**src/rtl/ps2_host_tx.sv**
```systemverilog
// ---------------------------------------------------------------------------
// ps2_host_tx
//
// Host-to-device PS/2 transmitter for the mouse port. Sends one command byte
// using the request-to-send sequence (inhibit clock, drive start bit, release
// clock, shift bits out on device falling edges) and checks the device ACK.
// Both PS/2 lines are sampled through 2-flop synchronizers and are only ever
// pulled low (open drain); the top level turns *_oe into tri-state drivers,
// so the existing mouse receiver can share the same pins.
//
// Ports
//   clock_100Mhz   system clock (100 MHz)
//   reset          asynchronous, active-high reset
//   tx_data[7:0]   command byte, captured on accept
//   tx_valid       request to send tx_data
//   tx_ready       high only while idle
//   Mouse_Clk_in   raw PS/2 clock pin level
//   Mouse_Data_in  raw PS/2 data pin level
//   Mouse_Clk_oe   1 = pull PS/2 clock low, 0 = release
//   Mouse_Data_oe  1 = pull PS/2 data low, 0 = release
//   tx_done        one-cycle pulse: byte sent and acknowledged
//   tx_error       one-cycle pulse: NACK or timeout
//   fsm_state[2:0] current FSM state (debug visibility)
//
// Handshake: a byte is accepted at a rising clock edge where
// tx_valid & tx_ready are both high. tx_ready is high only in IDLE; tx_valid
// while busy is ignored (nothing is queued). Completion is reported by exactly
// one of tx_done / tx_error, each a single-cycle pulse, in the same cycle that
// tx_ready returns high.
// ---------------------------------------------------------------------------
module ps2_host_tx #(
    parameter int INHIBIT_CYCLES = 10000,
    parameter int TIMEOUT_CYCLES = 1500000
) (
    input  logic       clock_100Mhz,
    input  logic       reset,
    input  logic [7:0] tx_data,
    input  logic       tx_valid,
    output logic       tx_ready,
    input  logic       Mouse_Clk_in,
    input  logic       Mouse_Data_in,
    output logic       Mouse_Clk_oe,
    output logic       Mouse_Data_oe,
    output logic       tx_done,
    output logic       tx_error,
    output logic [2:0] fsm_state
);

    localparam int CNT_MAX = (INHIBIT_CYCLES > TIMEOUT_CYCLES) ? INHIBIT_CYCLES : TIMEOUT_CYCLES;
    localparam int CW      = $clog2(CNT_MAX + 1);
    localparam logic [CW-1:0] INH_LAST = CW'(INHIBIT_CYCLES - 1);
    localparam logic [CW-1:0] TO_LAST  = CW'(TIMEOUT_CYCLES - 1);

    typedef enum logic [2:0] {
        S_IDLE      = 3'd0,
        S_INHIBIT   = 3'd1,
        S_REQ       = 3'd2,
        S_SEND      = 3'd3,
        S_ACK       = 3'd4,
        S_WAIT_IDLE = 3'd5
    } state_t;

    // Synchronizers; reset to 1 (idle bus level) so no false edge after reset.
    logic [1:0] clk_sync;
    logic [1:0] data_sync;
    logic       clk_prev;
    logic       clk_s;
    logic       data_s;
    logic       fall;

    always_ff @(posedge clock_100Mhz or posedge reset) begin
        if (reset) begin
            clk_sync  <= 2'b11;
            data_sync <= 2'b11;
            clk_prev  <= 1'b1;
        end else begin
            clk_sync  <= {clk_sync[0], Mouse_Clk_in};
            data_sync <= {data_sync[0], Mouse_Data_in};
            clk_prev  <= clk_sync[1];
        end
    end

    assign clk_s  = clk_sync[1];
    assign data_s = data_sync[1];
    assign fall   = clk_prev & ~clk_s;

    state_t        state_q, state_d;
    logic [CW-1:0] cnt_q, cnt_d;          // inhibit length / inter-event timeout
    logic [3:0]    bit_cnt_q, bit_cnt_d;  // falling edges seen in SEND
    logic [8:0]    frame_q, frame_d;      // {parity, data}
    logic          clk_oe_q, clk_oe_d;
    logic          data_oe_q, data_oe_d;
    logic          done_q, done_d;
    logic          err_q, err_d;
    logic [3:0]    k_next;

    always_ff @(posedge clock_100Mhz or posedge reset) begin
        if (reset) begin
            state_q   <= S_IDLE;
            cnt_q     <= '0;
            bit_cnt_q <= '0;
            frame_q   <= '0;
            clk_oe_q  <= 1'b0;
            data_oe_q <= 1'b0;
            done_q    <= 1'b0;
            err_q     <= 1'b0;
        end else begin
            state_q   <= state_d;
            cnt_q     <= cnt_d;
            bit_cnt_q <= bit_cnt_d;
            frame_q   <= frame_d;
            clk_oe_q  <= clk_oe_d;
            data_oe_q <= data_oe_d;
            done_q    <= done_d;
            err_q     <= err_d;
        end
    end

    // Next-state and next-output logic. Outputs are registered, so each value
    // computed here appears in the cycle after the deciding condition.
    always_comb begin
        state_d   = state_q;
        cnt_d     = cnt_q + CW'(1);
        bit_cnt_d = bit_cnt_q;
        frame_d   = frame_q;
        clk_oe_d  = 1'b0;
        data_oe_d = 1'b0;
        done_d    = 1'b0;
        err_d     = 1'b0;
        k_next    = bit_cnt_q + 4'd1;

        case (state_q)
            S_IDLE: begin
                cnt_d     = '0;
                bit_cnt_d = '0;
                if (tx_valid) begin
                    frame_d  = {~^tx_data, tx_data};
                    state_d  = S_INHIBIT;
                    clk_oe_d = 1'b1;
                end
            end

            S_INHIBIT: begin
                clk_oe_d = 1'b1;
                if (cnt_q == INH_LAST) begin
                    state_d   = S_REQ;
                    data_oe_d = 1'b1;  // start bit goes down while clock is still held
                end
            end

            S_REQ: begin
                // Release clock, keep the start bit (0) driven.
                state_d   = S_SEND;
                data_oe_d = 1'b1;
                cnt_d     = '0;
                bit_cnt_d = '0;
            end

            S_SEND: begin
                data_oe_d = data_oe_q;
                if (fall) begin
                    cnt_d     = '0;
                    bit_cnt_d = k_next;
                    if (k_next == 4'd10) begin
                        data_oe_d = 1'b0;  // stop bit: release data
                        state_d   = S_ACK;
                    end else begin
                        data_oe_d = ~frame_q[k_next - 4'd1];
                    end
                end else if (cnt_q == TO_LAST) begin
                    data_oe_d = 1'b0;
                    err_d     = 1'b1;
                    state_d   = S_IDLE;
                end
            end

            S_ACK: begin
                if (fall) begin
                    cnt_d = '0;
                    if (!data_s) begin
                        state_d = S_WAIT_IDLE;
                    end else begin
                        err_d   = 1'b1;
                        state_d = S_IDLE;
                    end
                end else if (cnt_q == TO_LAST) begin
                    err_d   = 1'b1;
                    state_d = S_IDLE;
                end
            end

            S_WAIT_IDLE: begin
                if (clk_s && data_s) begin
                    done_d  = 1'b1;
                    state_d = S_IDLE;
                end else if (fall) begin
                    cnt_d = '0;
                end else if (cnt_q == TO_LAST) begin
                    err_d   = 1'b1;
                    state_d = S_IDLE;
                end
            end

            default: begin
                state_d = S_IDLE;
            end
        endcase
    end

    assign tx_ready      = (state_q == S_IDLE);
    assign Mouse_Clk_oe  = clk_oe_q;
    assign Mouse_Data_oe = data_oe_q;
    assign tx_done       = done_q;
    assign tx_error      = err_q;
    assign fsm_state     = state_q;

endmodule

```
**config.mk**
```make
export PLATFORM = sky130hd
export DESIGN_NAME = ps2_host_tx
export DESIGN_NICKNAME = d
export VERILOG_FILES = /design/src/rtl/ps2_host_tx.sv
export SDC_FILE = /design/constraint.sdc
export NUM_CORES = 1
export LEC_CHECK = 0
export ABC_AREA = 1
export CORE_MARGIN = 8
export CORE_UTILIZATION = 45
export CTS_BUF_LIST = sky130_fd_sc_hd__clkbuf_4 sky130_fd_sc_hd__clkbuf_8
export CTS_CLUSTER_SIZE = 24
export DETAILED_ROUTE_END_ITERATION = 10
export PLACE_DENSITY = 0.67
export SLEW_MARGIN = 5
export SYNTH_ARGS = -nofsm -noshare
export SYNTH_HDL_FRONTEND = slang
export SYNTH_SLANG_ARGS = --single-unit
```
**constraint.sdc**
```tcl
create_clock -name clock_100Mhz -period 1.6 [get_ports clock_100Mhz]
set_input_delay 0.32 -clock clock_100Mhz [delete_from_list [all_inputs] [get_ports clock_100Mhz]]
set_output_delay 0.32 -clock clock_100Mhz [all_outputs]
set_load 0.01 [all_outputs]
```
==> flow_metrics.tcl <==
set metrics [dict create \
    syn_nets 352 \
    syn_to_final_growth_pct 29.6 \
    hold_buffers 0 \
    wl_per_cell_um 11.9 \
    antenna_found_initial 0 \
    nNetsFinal 403 \
    viasPerCell 4.85 \
    synth_top_area_frac 0.405 \
    grt_overflow_total 0 \
    fin_skew_ns 0.00840 \
    switching_share 0.369 \
    dieArea_mm2 0.00829 \
    crit_arrival_ns 1.80 \
    drc_errors 0 \
    maxSlewViolCount 0 \
    portBuffers 20 \
    place_congestion 0.844 \
    root_buffer "clkbuf_8" \
    synth_area_mm2 0.00253 \
    cts.sinks 46 \
    start_util 0.463 \
    layout_min_cycle_time_ns 1.62 \
    worst_ep_required_time_ns 1.78 \
    clk_path_buf_depth 2 \
    max-slew-margin-rel 0.752 \
    dr.pass1.iters 4 \
    p_sw_mw 1.45 \
    ant_nets 0 \
    p_int_mw 2.47 \
    fp.dieH_um 91.0 \
    grt_pass1_wl_um 9370 \
    hp-class "flip-flop to flip-flop" \
    outcome "complete, but fails checks" \
    fillCellCount 499 \
    rsz0062_at_grt "true" \
    antenna_cells 0 \
    clkSlewWorstSetupHoldPaths_ns 0.08 \
    ys_ff_latch 46 \
    pwr-share-clk 0.193 \
    fin_util 0.600 \
    period_share 1.01 \
    synth_warnings 0 \
    worst_pin_slew_ns 0.368 \
    dp_hpwl_um 3870 \
    clk_latency_ns 0.29 \
    ir_worst_vdd_mv 0.606 \
    yosysSeqAreaShare 0.457 \
    drt_iter0_drc 89 \
    fmax_mhz 618 \
    worstSetupEndpointType "flip-flop" \
    postSynthCellCount 336 \
    start_kind "flip-flop" \
    dp_slack_ns -0.0486 \
    power.share.combinational 0.419 \
    syn_avg_cell_area_um2 7.54 \
    drive_above_1_share 0.232 \
    violations "setup timing" \
    total_power_mw 3.92 \
    synthTopCellsByArea "dfrtp_1 (40%), nand2_1 (13%), inv_1 (7.6%), nor2_1 (6.4%), dfstp_2 (5.2%)" \
    std_cell_rows 27 \
    powerDensity_mw_per_mm2 1190 \
    p_leak_nw 1.56 \
    die_x_um 91.0 \
    coreArea_mm2 0.00547 \
    grt_pass1_vias 2150 \
    critPathMaxFanout 4 \
    seqPwrFrac 0.388 \
    htreeDepth 2 \
    cts_made_buffers 5 \
    synth_area_leader_cell "dfrtp_1" \
    cts_tree "yes" \
    maxCapViolCount 0 \
    final.setup.worst_slack_ns -0.0180 \
    critPathKind "flip-flop to flip-flop" \
    ioPinCount 21 \
    grt_start_max_net_pins 47 \
    finalHoldViolations 0 \
    wl_um 5460 \
    fin_tns_setup_ns -0.0371 \
    vias 2231 \
    grt_use_total 0.135 \
    synth.distinct_cells 27 \
    setup_violations 3 \
]
-- power groups by stage --
stage / registers [mW] / clock network (mW) / logic, mW
floorplan: 1.55 / 0 / 0.902
global placement: 1.53 / 0 / 1.41
detailed placement: 1.53 / 0 / 1.42
CTS: 1.50 / 0.783 / 1.45
global route: 1.54 / 0.831 / 1.86
finish: 1.52 / 0.758 / 1.64
-- cells in the final DEF (no fill, tap or decap), drive strengths merged, types with 2 or more instances in the layout --
master	instances
nand4	2
xor2	6
xnor2	7
nor2	53
ha	3
nor3	12
nand2	92
dfstp	5
clkbuf	9
o21ai	20
inv	52
dfrtp	41
a21oi	12
buf	28
o22ai	5
clkdlybuf4s50	16
nand3	17
-- worst paths after layout --
check	depth (start not counted)	start	to	slack, ns
setup / recovery	10	cnt_q[1]	cnt_q[20]	-0.02
hold / removal	0	clk_sync[0]	clk_sync[1]	0.36
setup reg to reg	10	cnt_q[1]	cnt_q[20]	-0.02
hold reg to reg	0	clk_sync[0]	clk_sync[1]	0.36
max in group asynchronous	3	reset	data_sync[0]	0.94
min in group asynchronous	3	reset	frame_q[2]	0.37
-- layer usage --
metal,wire length (um),vias to the layer above,GRT usage,share of wire
li1,-,1147,-,-
met1,2550,1034,0.166,0.47
met2,2630,41,0.227,0.48
met3,192,9,0.0329,0.035
met4,87,0,0.0423,0.016
met5,0,-,0,0
-- area by class of cell --
| cell class | instances | area (um2) | share of cell area |
|---|---|---|---|
| Tap cell | 72 | 90.1 | 0.0274 |
| Multi-Input combinational cell | 234 | 1310 | 0.400 |
| Timing Repair Buffer | 48 | 427 | 0.130 |
| Sequential cell | 46 | 1160 | 0.353 |
| Inverter | 52 | 198 | 0.0602 |
| Clock buffer | 8 | 97.6 | 0.0297 |
-- flip-flops by register name, summed over array words and instances, names as in the netlist --
name and count:
Mouse_Clk_oe 1, frame_q 9, clk_prev 1, tx_error 1
tx_done 1, cnt_q 21, clk_sync 2, data_sync 2
fsm_state 3, bit_cnt_q 4, Mouse_Data_oe 1
-- Yosys cell counts --
master	instances
nand2_1	89
inv_1	51
nor2_1	43
dfrtp_1	41
o21ai_0	19
nand3_1	16
a21oi_1	12
nor3_1	12
nor2_2	7
xnor2_1	7
xor2_1	6
dfstp_2	5
o22ai_1	5
buf_2	3
ha_1	3
nand2_2	3
nor2_4	3
nand4_1	2
and3_1	1
buf_6	1
inv_2	1
nand3_4	1
nand3b_4	1
nor4_1	1
o21ai_2	1
o21bai_1	1
or2_2	1
-- logic make-up after synthesis --
kind of cell | synth area share
AOI/OAI and AO/OA | 0.0800
xor gates and xnor gates | 0.0449
adders and majority gates | 0.0148
buffers and inverters | 0.0874
DFF | 0.457
and+or+nand+nor | 0.316
-- stage by stage --
stage	hold slack (ns)	area (um2)	instances
final	0.361	3280	460
after global placement	0.350	2920	438
after global routing	0.370	3280	460
after detailed placement	0.349	2920	438
after CTS	0.365	3060	449
after floorplan	0.324	2530	336
-- critical path, stage by stage, from the launching register on --
cell	delay [ns]
dfrtp_1	0.40
ha_4	0.17
nand2_4	0.06
nor2_4	0.14
nand4_1	0.17
nor2_2	0.17
inv_2	0.08
nor2_4	0.14
nand3_2	0.06
nand2_1	0.07
nor2_1	0.04
-- what timing repair did --
action | CTS | global route
setup buffers | 3 | 13
setup endpoints to repair | 14 | 22
cloned | 0 | 0
resized for setup | 14 | 36
pin swaps | 2 | 18
Note: power is estimated with default switching activity, not from simulation.
